$ cat src/rtl/mem_port_arbiter.sv
// mem_port_arbiter
//   Shares one single-port synchronous memory between the fetch stage (IF) and
//   the memory stage (D). Only one access is granted per cycle. Stores get byte
//   enables and replicated write data. Load results are sign- or zero-extended
//   according to data_size_e.
//
// Ports
//   clk, rst_n                          clock, asynchronous active-low reset
//   if_req/if_addr                      fetch request, byte address
//   if_gnt/if_err/if_rvalid/if_rdata    fetch accept, reject, data valid, word
//   d_req/d_we/d_size/d_addr/d_wdata    data request, store flag, size, address, data
//   d_gnt/d_err/d_rvalid/d_rdata        data accept, reject, load valid, result
//   mem_en/mem_we/mem_be/mem_addr/
//   mem_wdata/mem_rdata                 memory macro port (read data arrives 1 cycle later)

package constants;
  localparam int ADDR_WIDTH = 9;

  typedef enum logic [2:0] {
    UNDEF  = 3'd0,
    BYTE_S = 3'd1,
    BYTE_U = 3'd2,
    HALF_S = 3'd3,
    HALF_U = 3'd4,
    WORD   = 3'd5
  } data_size_e;
endpackage

module mem_port_arbiter #(
  parameter int ADDR_WIDTH = constants::ADDR_WIDTH
) (
  input  logic                  clk,
  input  logic                  rst_n,
  input  logic                  if_req,
  input  logic [31:0]           if_addr,
  output logic                  if_gnt,
  output logic                  if_err,
  output logic                  if_rvalid,
  output logic [31:0]           if_rdata,
  input  logic                  d_req,
  input  logic                  d_we,
  input  logic [2:0]            d_size,
  input  logic [31:0]           d_addr,
  input  logic [31:0]           d_wdata,
  output logic                  d_gnt,
  output logic                  d_err,
  output logic                  d_rvalid,
  output logic [31:0]           d_rdata,
  output logic                  mem_en,
  output logic                  mem_we,
  output logic [3:0]            mem_be,
  output logic [ADDR_WIDTH-1:0] mem_addr,
  output logic [31:0]           mem_wdata,
  input  logic [31:0]           mem_rdata
);
  import constants::*;

  // Handshake: a requester raises req and holds req and its attributes stable
  // until it sees gnt. gnt is combinational in the same cycle. gnt together
  // with err means the request was accepted but rejected. A granted legal read
  // returns rvalid/rdata exactly one cycle later. Stores and rejected requests
  // return nothing.

  typedef enum logic [1:0] {NONE, IF_RESP, D_RESP} resp_e;

  resp_e       resp_q;
  logic [1:0]  d_streak_q;
  logic [1:0]  off_q;
  logic [2:0]  size_q;

  logic        if_ok;
  logic        d_ok;
  logic        d_size_ok;
  logic        d_align_ok;
  logic        d_range_ok;
  logic        d_wins;
  logic        if_wins;
  logic [31:0] lane;
  logic [31:0] d_ext;

  // Legality checks
  assign if_ok      = (if_addr[1:0] == 2'b00) &&
                      ((if_addr >> (ADDR_WIDTH + 2)) == 32'd0);
  assign d_range_ok = ((d_addr >> (ADDR_WIDTH + 2)) == 32'd0);

  always_comb begin
    d_size_ok  = 1'b1;
    d_align_ok = 1'b1;
    case (d_size)
      BYTE_S, BYTE_U: d_align_ok = 1'b1;
      HALF_S, HALF_U: d_align_ok = ~d_addr[0];
      WORD:           d_align_ok = (d_addr[1:0] == 2'b00);
      default:        d_size_ok  = 1'b0;
    endcase
  end

  assign d_ok = d_size_ok && d_align_ok && d_range_ok;

  // D has priority. After two consecutive D wins while IF was waiting, IF
  // gets the slot so that fetch cannot starve.
  assign d_wins  = d_req && !(if_req && (d_streak_q == 2'd2));
  assign if_wins = if_req && !d_wins;

  // Grant and memory drive. Everything is held at zero during reset.
  always_comb begin
    if_gnt    = 1'b0;
    if_err    = 1'b0;
    d_gnt     = 1'b0;
    d_err     = 1'b0;
    mem_en    = 1'b0;
    mem_we    = 1'b0;
    mem_be    = 4'h0;
    mem_addr  = '0;
    mem_wdata = 32'h0;
    if (rst_n) begin
      if (d_wins) begin
        d_gnt = 1'b1;
        d_err = ~d_ok;
        if (d_ok) begin
          mem_en   = 1'b1;
          mem_addr = d_addr[ADDR_WIDTH+1:2];
          if (d_we) begin
            mem_we = 1'b1;
            case (d_size)
              BYTE_S, BYTE_U: begin
                mem_be    = 4'b0001 << d_addr[1:0];
                mem_wdata = {4{d_wdata[7:0]}};
              end
              HALF_S, HALF_U: begin
                mem_be    = 4'b0011 << d_addr[1:0];
                mem_wdata = {2{d_wdata[15:0]}};
              end
              default: begin
                mem_be    = 4'hF;
                mem_wdata = d_wdata;
              end
            endcase
          end else begin
            mem_be = 4'hF;
          end
        end
      end else if (if_wins) begin
        if_gnt = 1'b1;
        if_err = ~if_ok;
        if (if_ok) begin
          mem_en   = 1'b1;
          mem_be   = 4'hF;
          mem_addr = if_addr[ADDR_WIDTH+1:2];
        end
      end
    end
  end

  // Response owner and starvation counter
  always_ff @(posedge clk or negedge rst_n) begin
    if (!rst_n) begin
      resp_q     <= NONE;
      d_streak_q <= 2'd0;
      off_q      <= 2'd0;
      size_q     <= 3'd0;
    end else begin
      if (d_wins && d_ok && !d_we) begin
        resp_q <= D_RESP;
        off_q  <= d_addr[1:0];
        size_q <= d_size;
      end else if (if_wins && if_ok) begin
        resp_q <= IF_RESP;
      end else begin
        resp_q <= NONE;
      end

      if (!if_req || if_wins) begin
        d_streak_q <= 2'd0;
      end else if (d_wins && (d_streak_q != 2'd2)) begin
        d_streak_q <= d_streak_q + 2'd1;
      end
    end
  end

  // Response formatting: move the addressed lane down to bit 0, then extend it
  assign lane = mem_rdata >> {off_q, 3'b000};

  always_comb begin
    d_ext = lane;
    case (size_q)
      BYTE_S:  d_ext = {{24{lane[7]}}, lane[7:0]};
      BYTE_U:  d_ext = {24'h0, lane[7:0]};
      HALF_S:  d_ext = {{16{lane[15]}}, lane[15:0]};
      HALF_U:  d_ext = {16'h0, lane[15:0]};
      default: d_ext = lane;
    endcase
  end

  assign if_rvalid = (resp_q == IF_RESP);
  assign d_rvalid  = (resp_q == D_RESP);
  assign if_rdata  = if_rvalid ? mem_rdata : 32'h0;
  assign d_rdata   = d_rvalid  ? d_ext     : 32'h0;

endmodule

$ cat config.mk
export PLATFORM = sky130hd
export DESIGN_NAME = mem_port_arbiter
export DESIGN_NICKNAME = d
export VERILOG_FILES = /design/src/rtl/mem_port_arbiter.sv
export SDC_FILE = /design/constraint.sdc
export NUM_CORES = 1
export LEC_CHECK = 0
export CAP_MARGIN = 20
export CORE_ASPECT_RATIO = 0.5
export CORE_MARGIN = 1
export CORE_UTILIZATION = 29
export CTS_CLUSTER_SIZE = 30
export DETAILED_ROUTE_END_ITERATION = 8
export GPL_ROUTABILITY_DRIVEN = 0
export PLACE_DENSITY = 0.93
export SLEW_MARGIN = 20
export SYNTH_ARGS = -nofsm -noshare
export SYNTH_HDL_FRONTEND = slang
export SYNTH_SLANG_ARGS = --single-unit
$ cat constraint.sdc
create_clock -name clk -period 2.8 [get_ports clk]
set_clock_uncertainty 0.15 [all_clocks]
set_input_delay 0.42 -clock clk [delete_from_list [all_inputs] [get_ports clk]]
set_output_delay 0.42 -clock clk [all_outputs]
set_load 0.02 [all_outputs]
# ---- After elaboration in Yosys (flattened, before gate mapping)
# Cells that the tools add are included.
dict set report word_totals {
  elab_cells 92
  reg_bits 9
  out_inout_bits 117
  input_bits 136
}
dict set report op_classes {
  n_bitwise 3
  n_eq_ne 13
  n_mux 45
  n_shift 3
  n_reduce_logical 23
  n_addsub 1
}
# cell n
set ops {}
lappend ops {{$mux 32} 6}
lappend ops {{$pmux 32 s4} 1}
lappend ops {{$logic_not 32->1} 2}
lappend ops {{$pmux 32 s2} 1}
lappend ops {{$mux 9} 5}
lappend ops {{$shr 32x5->32} 1}
lappend ops {{$mux 4} 6}
lappend ops {{$mux 1} 21}
lappend ops {{$eq 3x2->1 const B} 4}
lappend ops {{$logic_and 1x1->1} 10}
lappend ops {{$eq 3x3->1 const B} 3}
lappend ops {{$pmux 4 s2} 1}
lappend ops {{$eq 3x1->1 const B} 2}
lappend ops {{$mux 2} 3}
lappend ops {{$reduce_or 5->1} 1}
lappend ops {{$eq 2x2->1 const B} 2}
lappend ops {{$logic_not 1->1} 4}
lappend ops {{$logic_not 2->1} 2}
lappend ops {{$reduce_or 2->1} 2}
lappend ops {{$shl 1x2->4 const A} 1}
lappend ops {{$shl 2x2->4 const A} 1}
lappend ops {{$not 1->1} 3}
lappend ops {{$add 2x1->2 const B} 1}
lappend ops {{$eq 2x1->1 const B} 1}
lappend ops {{4 further kinds} 4}

# ---- Depth between registers and ports, before layout
dict set report logic_depth {
  word_depth 9
  ltp_mapped 7
  depth_no_buf 6
}

# ---- Worst setup path before layout
# Ideal clock, no wire load.
dict set report synth_timing {
  path_kind {input port to output port}
  from {input d_addr[18]}
  to {output mem_wdata[28]}
  required_ps 2230
  stages 5
  path_buffers 1
  slack_ps 136
  t_arrival_ps 2094
  cell_sequence {or4_4 -> nor4_2 -> nand4_1 -> buf_2 -> a211oi_1}
}
dict set report synth_via {
  elab_chain_cells 5
}
# element line_no
set synth_rtl {}
lappend synth_rtl {{start: declaration} 43} ;# input logic [31:0] d_addr,
lappend synth_rtl {{$logic_not 32->1} 84} ;# assign d_range_ok = ((d_addr >> (ADDR_WIDTH + 2)) == 32'd0);
lappend synth_rtl {{$logic_and 1x1->1} 97} ;# assign d_ok = d_size_ok && d_align_ok && d_range_ok;
lappend synth_rtl {{$mux 32} 119} ;# if (d_ok) begin
lappend synth_rtl {{$mux 32} 116} ;# if (d_wins) begin
lappend synth_rtl {{$mux 32} 115} ;# if (rst_n) begin
lappend synth_rtl {{end: declaration} 53} ;# output logic [31:0] mem_wdata,
# No other way between the ends.

# ---- Worst setup path in the final report
dict set report layout_timing {
  from {input rst_n}
  to {output mem_wdata[31]}
}
dict set report layout_via {
  elab_chain_cells 1
}
# element line_no
set layout_rtl {}
lappend layout_rtl {{start: declaration} 33} ;# input logic rst_n,
lappend layout_rtl {{$mux 32} 115}
# No other way between the ends.

==> impl_metrics.tcl <==
set metrics [dict create \
    floorplan_core_area_um2 7570 \
    synthesis.nets 477 \
    slew_headroom 0.685 \
    final_antenna_net_count 0 \
    tritoncts_clock_tree "yes" \
    ctsHtreeMaxLevel 1 \
    portBuffers 252 \
    n_antenna_cell 0 \
    grt_pass1_vias 3711 \
    global_route_wire_length_before_repair_mm 18.8 \
    post_synth_most_frequent_cells "sky130_fd_sc_hd__nor2_1 (44), sky130_fd_sc_hd__and2_1 (32), sky130_fd_sc_hd__mux2i_1 (32)" \
    fillerInstances 576 \
    cts_buffer_depth 2 \
    clockRootBuffer "sky130_fd_sc_hd__clkbuf_16" \
    worst_slew_pin_slew_ns 0.472 \
    critical_path_required_ns 2.23 \
    synth.avg_cell_area_um2 6.88 \
    worst_ep_arrival_time_ns 2.20 \
    yosys.area_share.adder 0.00535 \
    share_of_synthesized_area_spent_on_multiplexers 0.175 \
    critPathMaxStageDelay_ns 0.53 \
    rsz0062_at_grt "true" \
    cts_hold_buf 0 \
    synth-async-reset-ratio 1.00 \
    avgRoutedWirePerCell_um 17.3 \
    die_area_um2 8450 \
    clock_insertion_delay_worst_skew_ns 0.24 \
    multi_input_gate_area_in_the_final_layout_um2 2180 \
    synth-simple-area-share 0.375 \
    ys_seq_elements 9 \
    timing.final.crit_share 0.989 \
    max-vdd-ir-drop_v 0.000146 \
    yosys_warnings 0 \
    vias 3773 \
    finalSetupViolations 0 \
    crit_path_end_kind "primary output" \
    grt_start_max_net_pins 34 \
    ios 253 \
    netlist_area_um2 2340 \
    synth-edff-count 0 \
    clkSlewWorstSetupHoldPaths_ns 0.04 \
    area.sequential_um2 225 \
    outcome "completed" \
    dp.cells 712 \
    leakage_nw 2.41 \
    cp_max_fanout 6 \
    min-delay-path-class "reg -> reg" \
    grtUsageTotal 0.284 \
    synth.most_common_cell "sky130_fd_sc_hd__nor2_1" \
    dp_slack_ns -0.607 \
    tritoncts.num_buffers 3 \
    synth_top_area_frac 0.137 \
    layoutNonFillerInstCount 724 \
    critical_path.startpoint_type "primary input" \
    critical-path-top-delay-family "buffers and inverters" \
    postLayoutSetupSlackWorst_ns 0.0313 \
    layout-drive-gt1-share 0.258 \
    die_width_um 129 \
    synth_ff_type "sky130_fd_sc_hd__dfrtp_1" \
    synth_cell_type_count 48 \
    critPathSlowestCell "sky130_fd_sc_hd__clkdlybuf4s50_1" \
    power_density_nw_per_um2 152 \
    die_y_um 65.5 \
    critical_path.most_common_cell "sky130_fd_sc_hd__buf_4" \
    syn_inst 340 \
    number_of_maximum_capacitance_constraint_violations 0 \
    worstPathBufferInverterCount 5 \
    synth-compound-area-share 0.252 \
    place_hpwl_mm 9.41 \
    yosysTopAreaCell "sky130_fd_sc_hd__mux2i_1" \
    grt_antenna_before_repair 0 \
    final_nets 754 \
    firstDrtPassIters 7 \
    clock_sinks 9 \
    synthTopCellsByArea "sky130_fd_sc_hd__mux2i_1 (14%), sky130_fd_sc_hd__dfrtp_1 (9.6%), sky130_fd_sc_hd__and2_1 (8.6%)" \
    start_util 0.309 \
    timing_max_transition_violations_final 0 \
    finalCriticalPeriod_ns 2.77 \
    ys_seq_area_frac 0.0963 \
    post_synth_xor_area_fraction 0.0150 \
    rows 22 \
    number_of_failing_hold_endpoints_at_the_final_stage 0 \
    synth_top_family_by_area "simple AND/OR/NAND/NOR gates" \
    ordered_cell_list_for_the_critical_path "clkdlybuf4s50_1, inv_1, nor4_4, nand4_1, buf_4, buf_8, a211oi_2, buf_4" \
    detail_route.iter0.violations 229 \
    drt_drc_violations_left 0 \
    grt_overflow 0 \
    max_freq_mhz 361 \
    areaGrowthSynthToFinish_pct 133 \
    setup.worst_path.class "in -> out" \
    wl_mm 12.6 \
    vias_cell 5.21 \
]
[registers in the layout, indices dropped and copies added (netlist names)]
register and flops:
size_q 3, off_q 2, resp_q 2, d_streak_q 2
[path summary, 6_finish.rpt]
path                                      startpoint                        end  slack, ns  cells past startpoint
setup / recovery                               rst_n              mem_wdata[31]       0.03                      8
hold / removal             d_streak_q[0]$_DFFE_PN0P_  d_streak_q[0]$_DFFE_PN0P_       0.27                      1
setup reg to reg           d_streak_q[0]$_DFFE_PN0P_      size_q[1]$_DFFE_PN0P_       0.61                      7
hold reg to reg            d_streak_q[0]$_DFFE_PN0P_  d_streak_q[0]$_DFFE_PN0P_       0.27                      1
max in group asynchronous                      rst_n       off_q[1]$_DFFE_PN0P_       1.83                      3
min in group asynchronous                      rst_n      size_q[2]$_DFFE_PN0P_       0.53                      3
[worst register-to-register path, stage by stage, from the launching register on]
cell                      delay (ns)
sky130_fd_sc_hd__dfrtp_1        0.34
sky130_fd_sc_hd__inv_1          0.06
sky130_fd_sc_hd__ha_2           0.19
sky130_fd_sc_hd__a21bo_4        0.23
sky130_fd_sc_hd__buf_4          0.14
sky130_fd_sc_hd__nor4_1         0.24
sky130_fd_sc_hd__nand4_1        0.34
sky130_fd_sc_hd__mux2_2         0.39
[per-layer routing]
layer | track usage | vias to the layer above | part of all wire
li1 | - | 1801 | -
met2 | 0.552 | 205 | 0.52
met4 | 0.0971 | 0 | 0.018
met5 | 0 | - | 0
met3 | 0.0179 | 27 | 0.061
met1 | 0.333 | 1740 | 0.41
[cell type report]
type / instances / area share
repair buffers: 303 / 0.512
multi-input cells: 290 / 0.400
flip-flops and latches: 9 / 0.0414
well taps: 108 / 0.0248
clock buffers: 4 / 0.0145
inverters: 10 / 0.00690
[cell usage in the layout, fill, tap and decap left out, types with 11 or more instances in the layout]
cell type and instances:
sky130_fd_sc_hd__buf_2 41, sky130_fd_sc_hd__and2_1 32, sky130_fd_sc_hd__nand2_1 22, sky130_fd_sc_hd__nor2b_1 11
sky130_fd_sc_hd__mux2i_1 32, sky130_fd_sc_hd__nor2_1 44, sky130_fd_sc_hd__a21oi_1 17, sky130_fd_sc_hd__a211oi_1 17
sky130_fd_sc_hd__buf_4 46, sky130_fd_sc_hd__buf_6 13, sky130_fd_sc_hd__dlygate4sd2_1 14, sky130_fd_sc_hd__clkdlybuf4s50_1 168
[per-stage QoR]
stage	TNS, ns	instance area, um2	total power [mW]	utilization	hold slack, ns
floorplan	0	2340	0.253	-	-0.0256
global placement	-31.87	5220	0.526	0.689	0.262
detailed placement	-33.73	5220	0.535	0.689	0.269
CTS	-0.0149	5430	0.808	0.717	0.274
global route	-0.0529	5440	0.859	0.719	0.281
finish	0	5440	0.827	0.719	0.269
[report_power, final]
part | switching (mW) | internal [mW]
clock network | 0.0707 | 0.191
logic | 0.178 | 0.254
registers | 0.000754 | 0.132
total | 0.250 | 0.577
[cells by family (layout without fill, tap and decap cells)]
logic type,count (synthesis),count (layout)
adders and majority gates,1,1
xor gates and xnor gates,4,4
muxes,39,39
AOI/OAI and AO/OA,78,79
DFF,9,9
and+or+nand+nor,167,167
buffers and inverters,42,317
[what timing repair did]
| action | 4_1_cts | 5_1_grt |
|---|---|---|
| buffers inserted | 3 | 2 |
| gates cloned | 3 | 0 |
| endpoints found under the setup margin | 72 | 66 |
| pin swaps | 9 | 14 |
| gates resized for setup | 302 | 64 |
Power figures use the tool's default switching activity.
